--- config.mk ---
export PLATFORM = sky130hd
export DESIGN_NAME = spi_txn_arbiter_flat
export DESIGN_NICKNAME = d
export VERILOG_FILES = /design/src/rtl/spi_txn_arbiter_if.sv /design/src/rtl/spi_txn_arbiter.sv /design/src/flat_wrapper.sv
export SDC_FILE = /design/constraint.sdc
export NUM_CORES = 1
export LEC_CHECK = 0
export CAP_MARGIN = 20
export CORE_MARGIN = 2
export CORE_UTILIZATION = 31
export CTS_CLUSTER_SIZE = 40
export DETAILED_ROUTE_END_ITERATION = 8
export PLACE_DENSITY = 0.66
export SLEW_MARGIN = 20
export SYNTH_ARGS = -nofsm -noshare
export SYNTH_HDL_FRONTEND = slang
export SYNTH_SLANG_ARGS = --single-unit
--- constraint.sdc ---
create_clock -name clk -period 4.2 [get_ports clk]
set_clock_uncertainty 0.05 [all_clocks]
set_input_delay 1.26 -clock clk [delete_from_list [all_inputs] [get_ports clk]]
set_output_delay 1.26 -clock clk [all_outputs]
set_load 0.05 [all_outputs]
--- src/rtl/spi_txn_arbiter_if.sv ---
// ---------------------------------------------------------------------------
// spi_txn_arbiter_if
// Bundles the two requester channels and the SPI master-core control channel
// that the transaction arbiter sits between.
//
//   Requester side : req0/1, slv0/1, dtf0/1, wdata0/1  (into arbiter)
//                    ack0/1, err0/1, rdata             (out of arbiter)
//   Master side    : m_start, m_slave, m_dtf, m_wdata  (out of arbiter)
//                    m_done, m_rdata                   (into arbiter)
//   Status         : busy, owner                       (out of arbiter)
//
// Modports:
//   slave  - the arbiter itself
//   master - the surrounding environment (requesters plus the SPI core)
// ---------------------------------------------------------------------------
interface spi_txn_arbiter_if #(
  parameter int DATA_W = 8
);
  logic              req0;
  logic              req1;
  logic [1:0]        slv0;
  logic [1:0]        slv1;
  logic [1:0]        dtf0;
  logic [1:0]        dtf1;
  logic [DATA_W-1:0] wdata0;
  logic [DATA_W-1:0] wdata1;
  logic              ack0;
  logic              ack1;
  logic              err0;
  logic              err1;
  logic [DATA_W-1:0] rdata;

  logic              m_start;
  logic [1:0]        m_slave;
  logic [1:0]        m_dtf;
  logic [DATA_W-1:0] m_wdata;
  logic              m_done;
  logic [DATA_W-1:0] m_rdata;

  logic              busy;
  logic              owner;

  modport slave (
    input  req0, req1, slv0, slv1, dtf0, dtf1, wdata0, wdata1,
    input  m_done, m_rdata,
    output ack0, ack1, err0, err1, rdata,
    output m_start, m_slave, m_dtf, m_wdata,
    output busy, owner
  );

  modport master (
    output req0, req1, slv0, slv1, dtf0, dtf1, wdata0, wdata1,
    output m_done, m_rdata,
    input  ack0, ack1, err0, err1, rdata,
    input  m_start, m_slave, m_dtf, m_wdata,
    input  busy, owner
  );
endinterface

--- src/rtl/spi_txn_arbiter.sv ---
// ---------------------------------------------------------------------------
// spi_txn_arbiter
// Round-robin arbiter/sequencer that shares one SPI master core between two
// requesters. One transaction at a time: grant, program slave code / transfer
// mode / write byte, pulse m_start, wait for m_done (or time out), return the
// received byte with an ack (or an err), then hold slave selects idle for a
// fixed gap before accepting the next request.
//
// Ports:
//   clk  - system clock, rising edge
//   rst  - asynchronous, active-low reset
//   bus  - spi_txn_arbiter_if.slave: requester channels, master-core
//          control channel, busy/owner status (all outputs registered)
//
// Parameters:
//   DATA_W     - transfer byte width
//   GAP_CYCLES - idle cycles between transactions (>= 1)
//   TIMEOUT    - WAIT cycles before abort (>= 2, fits 8 bits)
// ---------------------------------------------------------------------------
module spi_txn_arbiter #(
  parameter int DATA_W     = 8,
  parameter int GAP_CYCLES = 4,
  parameter int TIMEOUT    = 255
) (
  input logic              clk,
  input logic              rst,
  spi_txn_arbiter_if.slave bus
);

  localparam logic [1:0] ST_IDLE  = 2'd0;
  localparam logic [1:0] ST_START = 2'd1;
  localparam logic [1:0] ST_WAIT  = 2'd2;
  localparam logic [1:0] ST_GAP   = 2'd3;

  // One counter serves both the WAIT timeout and the GAP length, so size it
  // for whichever is larger.
  localparam int CNT_MAX = (TIMEOUT > GAP_CYCLES) ? TIMEOUT : GAP_CYCLES;
  localparam int CNT_W   = $clog2(CNT_MAX + 1);
  localparam logic [CNT_W-1:0] TMO_LAST = CNT_W'(TIMEOUT - 1);
  localparam logic [CNT_W-1:0] GAP_LAST = CNT_W'(GAP_CYCLES - 1);

  logic [1:0]        state_reg;
  logic [CNT_W-1:0]  cnt_reg;
  logic              m_start_reg;
  logic [1:0]        m_slave_reg;
  logic [1:0]        m_dtf_reg;
  logic [DATA_W-1:0] m_wdata_reg;
  logic [DATA_W-1:0] rdata_reg;
  logic [1:0]        ack_reg;
  logic [1:0]        err_reg;
  logic              busy_reg;
  logic              owner_reg;

  // Grant selection, only acted upon in IDLE.
  logic              any_req;
  logic              winner;
  logic [1:0]        win_slv;
  logic [1:0]        win_dtf;
  logic [DATA_W-1:0] win_wdata;
  logic              win_valid;

  always_comb begin
    any_req = bus.req0 | bus.req1;
    // A tie goes to the requester that did not own the last grant; with a
    // single request, req0 low means req1 is the one asking.
    if (bus.req0 && bus.req1) begin
      winner = ~owner_reg;
    end else begin
      winner = ~bus.req0;
    end
    win_slv   = winner ? bus.slv1   : bus.slv0;
    win_dtf   = winner ? bus.dtf1   : bus.dtf0;
    win_wdata = winner ? bus.wdata1 : bus.wdata0;
    win_valid = (win_slv == 2'b01) || (win_slv == 2'b10);
  end

  always_ff @(posedge clk or negedge rst) begin
    if (!rst) begin
      state_reg   <= ST_IDLE;
      cnt_reg     <= '0;
      m_start_reg <= 1'b0;
      m_slave_reg <= 2'b00;
      m_dtf_reg   <= 2'b00;
      m_wdata_reg <= '0;
      rdata_reg   <= '0;
      ack_reg     <= 2'b00;
      err_reg     <= 2'b00;
      busy_reg    <= 1'b0;
      owner_reg   <= 1'b1;
    end else begin
      // Pulses last exactly one cycle unless re-asserted below.
      m_start_reg <= 1'b0;
      ack_reg     <= 2'b00;
      err_reg     <= 2'b00;

      case (state_reg)
        ST_IDLE: begin
          if (any_req) begin
            owner_reg   <= winner;
            m_dtf_reg   <= win_dtf;
            m_wdata_reg <= win_wdata;
            busy_reg    <= 1'b1;
            cnt_reg     <= '0;
            if (win_valid) begin
              m_slave_reg <= win_slv;
              m_start_reg <= 1'b1;
              state_reg   <= ST_START;
            end else begin
              // Bad slave code: never touch the master, report and back off.
              err_reg[winner] <= 1'b1;
              state_reg       <= ST_GAP;
            end
          end
        end

        ST_START: begin
          cnt_reg   <= '0;
          state_reg <= ST_WAIT;
        end

        ST_WAIT: begin
          // m_done wins over a timeout landing in the same cycle.
          if (bus.m_done) begin
            rdata_reg          <= bus.m_rdata;
            ack_reg[owner_reg] <= 1'b1;
            m_slave_reg        <= 2'b00;
            cnt_reg            <= '0;
            state_reg          <= ST_GAP;
          end else if (cnt_reg == TMO_LAST) begin
            err_reg[owner_reg] <= 1'b1;
            m_slave_reg        <= 2'b00;
            cnt_reg            <= '0;
            state_reg          <= ST_GAP;
          end else begin
            cnt_reg <= cnt_reg + 1'b1;
          end
        end

        ST_GAP: begin
          if (cnt_reg == GAP_LAST) begin
            cnt_reg   <= '0;
            busy_reg  <= 1'b0;
            state_reg <= ST_IDLE;
          end else begin
            cnt_reg <= cnt_reg + 1'b1;
          end
        end

        default: begin
          state_reg <= ST_IDLE;
        end
      endcase
    end
  end

  assign bus.m_start = m_start_reg;
  assign bus.m_slave = m_slave_reg;
  assign bus.m_dtf   = m_dtf_reg;
  assign bus.m_wdata = m_wdata_reg;
  assign bus.rdata   = rdata_reg;
  assign bus.ack0    = ack_reg[0];
  assign bus.ack1    = ack_reg[1];
  assign bus.err0    = err_reg[0];
  assign bus.err1    = err_reg[1];
  assign bus.busy    = busy_reg;
  assign bus.owner   = owner_reg;

endmodule

--- src/flat_wrapper.sv ---
// flat-port wrapper written by rule: the top's interface ports become plain ports
module spi_txn_arbiter_flat 
#(
  parameter int DATA_W     = 8,
  parameter int GAP_CYCLES = 4,
  parameter int TIMEOUT    = 255
)
  (clk, rst, bus_req0, bus_req1, bus_slv0, bus_slv1, bus_dtf0, bus_dtf1, bus_wdata0, bus_wdata1, bus_m_done, bus_m_rdata, bus_ack0, bus_ack1, bus_err0, bus_err1, bus_rdata, bus_m_start, bus_m_slave, bus_m_dtf, bus_m_wdata, bus_busy, bus_owner);
  spi_txn_arbiter_if #(.DATA_W(DATA_W)) bus_i ();
  input logic clk;
  input logic rst;
  input wire logic [$bits(bus_i.req0)-1:0] bus_req0;
  input wire logic [$bits(bus_i.req1)-1:0] bus_req1;
  input wire logic [$bits(bus_i.slv0)-1:0] bus_slv0;
  input wire logic [$bits(bus_i.slv1)-1:0] bus_slv1;
  input wire logic [$bits(bus_i.dtf0)-1:0] bus_dtf0;
  input wire logic [$bits(bus_i.dtf1)-1:0] bus_dtf1;
  input wire logic [$bits(bus_i.wdata0)-1:0] bus_wdata0;
  input wire logic [$bits(bus_i.wdata1)-1:0] bus_wdata1;
  input wire logic [$bits(bus_i.m_done)-1:0] bus_m_done;
  input wire logic [$bits(bus_i.m_rdata)-1:0] bus_m_rdata;
  output wire logic [$bits(bus_i.ack0)-1:0] bus_ack0;
  output wire logic [$bits(bus_i.ack1)-1:0] bus_ack1;
  output wire logic [$bits(bus_i.err0)-1:0] bus_err0;
  output wire logic [$bits(bus_i.err1)-1:0] bus_err1;
  output wire logic [$bits(bus_i.rdata)-1:0] bus_rdata;
  output wire logic [$bits(bus_i.m_start)-1:0] bus_m_start;
  output wire logic [$bits(bus_i.m_slave)-1:0] bus_m_slave;
  output wire logic [$bits(bus_i.m_dtf)-1:0] bus_m_dtf;
  output wire logic [$bits(bus_i.m_wdata)-1:0] bus_m_wdata;
  output wire logic [$bits(bus_i.busy)-1:0] bus_busy;
  output wire logic [$bits(bus_i.owner)-1:0] bus_owner;
  assign bus_i.req0 = bus_req0;
  assign bus_i.req1 = bus_req1;
  assign bus_i.slv0 = bus_slv0;
  assign bus_i.slv1 = bus_slv1;
  assign bus_i.dtf0 = bus_dtf0;
  assign bus_i.dtf1 = bus_dtf1;
  assign bus_i.wdata0 = bus_wdata0;
  assign bus_i.wdata1 = bus_wdata1;
  assign bus_i.m_done = bus_m_done;
  assign bus_i.m_rdata = bus_m_rdata;
  assign bus_ack0 = bus_i.ack0;
  assign bus_ack1 = bus_i.ack1;
  assign bus_err0 = bus_i.err0;
  assign bus_err1 = bus_i.err1;
  assign bus_rdata = bus_i.rdata;
  assign bus_m_start = bus_i.m_start;
  assign bus_m_slave = bus_i.m_slave;
  assign bus_m_dtf = bus_i.m_dtf;
  assign bus_m_wdata = bus_i.m_wdata;
  assign bus_busy = bus_i.busy;
  assign bus_owner = bus_i.owner;
  spi_txn_arbiter #(.DATA_W(DATA_W), .GAP_CYCLES(GAP_CYCLES), .TIMEOUT(TIMEOUT)) u_core (.clk(clk), .rst(rst), .bus(bus_i));
endmodule
* Word level (Yosys, flattened, before mapping)
Index checks and enable logic that the tools add are counted.
Widths: inputs -> output; s select.
** Operators by class
- Equality and inequality tests :: 11
- Bitwise operators :: 3
- Div/mod/pow operators :: 0
- $lt $le $gt $ge :: 4
- Add/sub/neg operators :: 1
- Multiplexer cells :: 37
- Multipliers :: 0
- Shifts and indexed selects :: 0
- Reduce and logical (&&, ||, !) cells :: 12
** Operator list (count)
- $mux 8 :: 5
- $mux 2 :: 17
- $pmux 8 s4 :: 1
- $add 8x1->8 const B :: 1
- $eq 8x2->1 const B :: 1
- $eq 8x8->1 const B :: 1
- $mux 1 :: 8
- $pmux 2 s2 :: 2
- $pmux 2 s4 :: 1
- $eq 2x2->1 const B :: 3
- $ne 2x1->1 const B :: 3
- $reduce_and 3->1 :: 2
- $eq 2x1->1 const B :: 2
- $lt 1x2->1 const B :: 2
- $reduce_and 2->1 :: 2
- $reduce_and 4->1 :: 1
- $reduce_bool 2->1 :: 2
- $logic_and 1x1->1 :: 3
- $ne 3x2->1 const B :: 1
- $demux 1 s1 :: 2
- $ge 1x1->1 const B :: 2
- $logic_not 2->1 :: 1
- $not 1->1 :: 2
- $pmux 1 s2 :: 1
- other kinds (2) :: 2
** Storage, ports and cells
- Output and inout port bits :: 27
- Word-level logic and storage cells :: 79
- Input bits :: 37
- Memory bits (writable) :: 0
- Bits in read-only memories :: 0
- Memories :: 0
- Bits in latches :: 0
- Flip-flop bits (word level) :: 37

* Logic depth before layout (Yosys ltp)
- Word-level depth :: 9
- Gate-level depth with buffers :: 7
- Mapped depth without buffers :: 7

* Worst setup path before layout
No wires, ideal clock.
- Path kind :: input to register
- Start point :: input bus_req1
- End point :: register u_core.m_slave_reg[0], in the netlist u_core.bus.m_slave[0]
- Library setup time :: 122 ps
- Path buffers :: 0
- Slack :: 1711 ps
- Stages on the path :: 5
- Arrival time :: 2316 ps
- Required time :: 4028 ps
- Cell sequence :: inv_1 o21ai_1 mux2i_1 a2111o_1 o2bb2ai_1
** Between the ends
- Cells in the longest elaborated chain, start to end :: 7
- Elaborated cells between the ends (all ways) :: 13
- Classes of those cells :: 4 x eq/ne; 5 x mux; 1 x bitwise; 3 x reduce/logical
** Ends and longest elaborated chain
- start: declaration :: line flat_wrapper.sv:13 : input wire logic [$bits(bus_i.req1)-1:0] bus_req1;
- $logic_and 1x1->1 :: line spi_txn_arbiter.sv:66 : if (bus.req0 && bus.req1) begin
- $mux 1 :: line spi_txn_arbiter.sv:66
- $mux 2 :: line spi_txn_arbiter.sv:71 : win_slv = winner ? bus.slv1 : bus.slv0;
- $eq 2x1->1 or $eq 2x2->1 (tied branches) :: line spi_txn_arbiter.sv:74 : win_valid = (win_slv == 2'b01) || (win_slv == 2'b10);
- $logic_or 1x1->1 :: line spi_txn_arbiter.sv:74
- $ne 2x1->1 (no line)
- $reduce_and 4->1 (no line)
- end signal: assignment :: line spi_txn_arbiter.sv:105 : m_slave_reg <= win_slv;
- end: declaration :: line spi_txn_arbiter.sv:45 : logic [1:0] m_slave_reg;
Several ways; a longest one is shown, not always the timed one. The select of a mux whose other input is x is not followed.
A chain may end at the register's enable or synchronous reset.

* Worst setup path in the final report
- Start point :: register u_core.owner_reg, in the netlist u_core.bus.owner
- End point :: output bus_owner
** RTL lines
- start: declaration :: line spi_txn_arbiter.sv:52 : logic owner_reg;
- start signal: assignment :: line spi_txn_arbiter.sv:99 : owner_reg <= winner;
- end: declaration :: line flat_wrapper.sv:32 : output wire logic [$bits(bus_i.owner)-1:0] bus_owner;
No word-level cell between the ends.

==> flow_metrics.env <==
export IMPL_drc=0
export IMPL_holdWs_ns=0.443
export IMPL_r2r_start="u_core.state_reg[0]$_DFFE_PN0P_"
export IMPL_start_util=0.319
export IMPL_fmax_ghz=0.329
export IMPL_cts_clk_slew_worst_paths_ns=0.07
export IMPL_reg2reg_depth=7
export IMPL_ys_seq_area_frac=0.532
export IMPL_wire_per_inst_um=13.7
export IMPL_avgSynthCellArea_um2=11.3
export IMPL_totalWireLength_um=4040
export IMPL_synth_top_family_by_area="compound AO/OA/AOI/OAI gates"
export IMPL_leakagePower_nw=1.13
export IMPL_worstHoldStart="u_core.bus.m_slave[0]$_DFFE_PN0P_"
export IMPL_antenna_found_initial=0
export IMPL_hold_buffers=0
export IMPL_cp_max_fo=7
export IMPL_cts_setup_buffers=0
export IMPL_max_stage_delay_ns=0.83
export IMPL_num_fill_cells=529
export IMPL_syn_to_final_growth_pct=46.8
export IMPL_setup_viol=0
export IMPL_setup_total_negative_slack_ns=0
export IMPL_n_antenna_cell=0
export IMPL_grt_use_total=0.137
export IMPL_synth_fa_ha_area_frac=0.0359
export IMPL_pin_count=64
export IMPL_synth_xor_area_share=0.0100
export IMPL_synth_warnings=0
export IMPL_vias=1440
export IMPL_synth_top_area_cell="dfrtp_1"
export IMPL_crit_chain="clkdlybuf4s50_1"
export IMPL_status="finished clean"
export IMPL_cts_buffers_inserted=5
export IMPL_row_count=27
export IMPL_p_per_area_mw_per_mm2=769
export IMPL_avgViaCountPerCell=4.90
export IMPL_ys_async_sr_fraction=1.00
export IMPL_cp_required_ns=2.89
export IMPL_globalRouteOverflowTotal=0
export IMPL_tritoncts="done"
export IMPL_core_mm2=0.00547
export IMPL_peakVddDrop_v=0.000343
export IMPL_synth_nets=197
export IMPL_cpLargestDelayFamily="buffers and inverters"
export IMPL_hpwlAfterDp_um=3010
export IMPL_htree_levels=2
export IMPL_crit_arrival_ns=1.73
export IMPL_dr_first_iter_drc_count=92
export IMPL_final_max_slew_violation_count=0
export IMPL_dieArea_mm2=0.00624
export IMPL_synth_area_mux_share=0.0861
export IMPL_fin_crit_ns=3.04
export IMPL_synth_compound_area_frac=0.163
export IMPL_port_buffers=63
export IMPL_cts_resized=0
export IMPL_cts_path_max_buffers=2
export IMPL_synthTopCellsByArea="dfrtp_1 52%, a222oi_1 5.7%, mux2_2 5.2%"
export IMPL_hold_class="flop to flop"
export IMPL_grt_pass1_vias=1428
export IMPL_r2r_end="u_core.err_reg[1]$_DFF_PN0_"
export IMPL_grt_busiest_layer="met2"
export IMPL_worstSetupPathType="flop to output pin"
export IMPL_nets=263
export IMPL_slew_headroom=0.457
export IMPL_grt_use_met1=0.173
export IMPL_ant_nets=0
export IMPL_synthSimpleGateAreaFrac=0.128
export IMPL_report_final_hold_viol_count=0
export IMPL_start_kind="flop"
export IMPL_clock_root_buffer="clkbuf_8"
export IMPL_worstMarginPinSlew_ns=0.814
export IMPL_place_gp_congestion=0.764
export IMPL_syn_cell_area_mm2=0.00174
export IMPL_hold_depth=1
export IMPL_end_kind="output pin"
export IMPL_synth_flop_cell="dfrtp_1"
export IMPL_dieHeight_um=79.0
export IMPL_min_to="u_core.bus.m_slave[0]$_DFFE_PN0P_"
export IMPL_synth_top_area_share=0.516
export IMPL_reg2reg_slack_ns=1.95
export IMPL_first_pass_iters=5
export IMPL_postSynthCellCount=155
export IMPL_cp_slowest_cell="clkdlybuf4s50_1"
export IMPL_synth_seq_cells=37
export IMPL_synth_edf_count=0
export IMPL_clk_latency_ns=0.29
export IMPL_met3_usage=0.0455
export IMPL_chipWidth_um=79.0
export IMPL_grtUsageMet2=0.219
export IMPL_fin_crit_sh=0.723
export IMPL_drv_cap=0
export IMPL_grt_max_degree=38
export IMPL_grt_pass1_wl_um=6700
export IMPL_final_layout_size_suffix_gt1_frac=0.117
export IMPL_synth_distinct_cells=37
export IMPL_rsz0062_at_grt="false"
export IMPL_critPathBufInv=1
export IMPL_clock_sinks=37
[placed cells by master (no fill, tap or decap), drive strengths merged]
cell / netlist / final
inv: 16 / 16
o311ai: 3 / 3
a21o: 2 / 2
a41oi: 1 / 1
or3: 2 / 2
buf: 0 / 2
dfstp: 1 / 1
nor3: 1 / 1
a222oi: 10 / 10
nand4: 2 / 2
clkinv: 0 / 1
nand2b: 2 / 2
o2bb2ai: 3 / 3
or4: 2 / 2
mux2i: 6 / 6
bufinv: 0 / 1
ha: 5 / 5
clkbuf: 5 / 6
nor2: 7 / 7
nand3: 6 / 6
a21oi: 5 / 5
mux2: 8 / 8
and3: 2 / 2
xor2: 2 / 2
o31ai: 1 / 1
and4: 1 / 1
nand2: 14 / 14
a2111o: 1 / 1
o32ai: 1 / 1
and2: 1 / 1
dfrtp: 36 / 36
nor2b: 2 / 2
o21ai: 7 / 7
clkdlybuf4s50: 0 / 62
[per-layer routing]
metal	wire length [um]	share of wire
met5	0	0
met4	49	0.012
met3	267	0.066
met2	1960	0.48
met1	1760	0.44
[power breakdown]
part	switching, mW	total (mW)	internal, mW
sequential	0.0909	0.586	0.495
combinational	0.674	1.08	0.404
clock	0.126	0.304	0.178
total	0.891	1.97	1.08
[worst max-delay path by stage]
stage / start / endpoint / slack (ns) / depth (start not counted)
after detailed placement: bus_req1 / u_core.err_reg[1]$_DFF_PN0_ / 0.92 / 6
after global placement: bus_req1 / u_core.err_reg[1]$_DFF_PN0_ / 0.98 / 6
after CTS: u_core.bus.owner$_DFFE_PN1P_ / bus_owner / 1.14 / 1
final: u_core.bus.owner$_DFFE_PN1P_ / bus_owner / 1.16 / 1
after global routing: bus_req1 / u_core.err_reg[1]$_DFF_PN0_ / 1.08 / 6
after floorplan: bus_req1 / u_core.bus.m_slave[0]$_DFFE_PN0P_ / 1.71 / 5
[through the flow]
step / util / total power, mW / worst slack, ns / instances / cell area [um^2]
3_3_place_gp: 0.447 / 1.66 / 0.982 / 286 / 2450
2_1_floorplan: - / 1.31 / 1.71 / 155 / 1740
6_report: 0.468 / 1.97 / 1.16 / 294 / 2560
3_5_place_dp: 0.447 / 1.67 / 0.919 / 286 / 2450
5_1_grt: 0.468 / 2.08 / 1.08 / 294 / 2560
4_1_cts: 0.468 / 1.99 / 1.14 / 294 / 2560
[Yosys cell counts (all sizes together) (2+ instances only)]
master    n
o2bb2ai   3
a21o      2
nand4     2
o21ai     7
mux2i     6
a21oi     5
or4       2
a222oi   10
mux2      8
o311ai    3
nand3     6
nand2b    2
inv      16
nand2    14
ha        5
or3       2
nor2b     2
xor2      2
nor2      7
and3      2
dfrtp    36
clkbuf    5
[cell families (layout without fill, tap and decap cells)]
family	count (synthesis)	count (layout)
flip-flops	37	37
adder cells (fa/ha/maj)	5	5
multiplexers	14	14
AND/OR/NAND/NOR	42	42
buffers and inverters	21	88
XOR/XNOR	2	2
AO/OA/AOI/OAI	34	34
[final cells by class]
| class | instances | area [um^2] | area share |
|---|---|---|---|
| clock buffer | 6 | 72.6 | 0.0283 |
| multi-input combinational | 97 | 738 | 0.288 |
| inverter | 16 | 60.1 | 0.0235 |
| timing repair buffer | 64 | 633 | 0.247 |
| clock inverter | 2 | 38.8 | 0.0152 |
| tap | 72 | 90.1 | 0.0352 |
| sequential | 37 | 927 | 0.362 |
(Power assumes the default switching activity.)
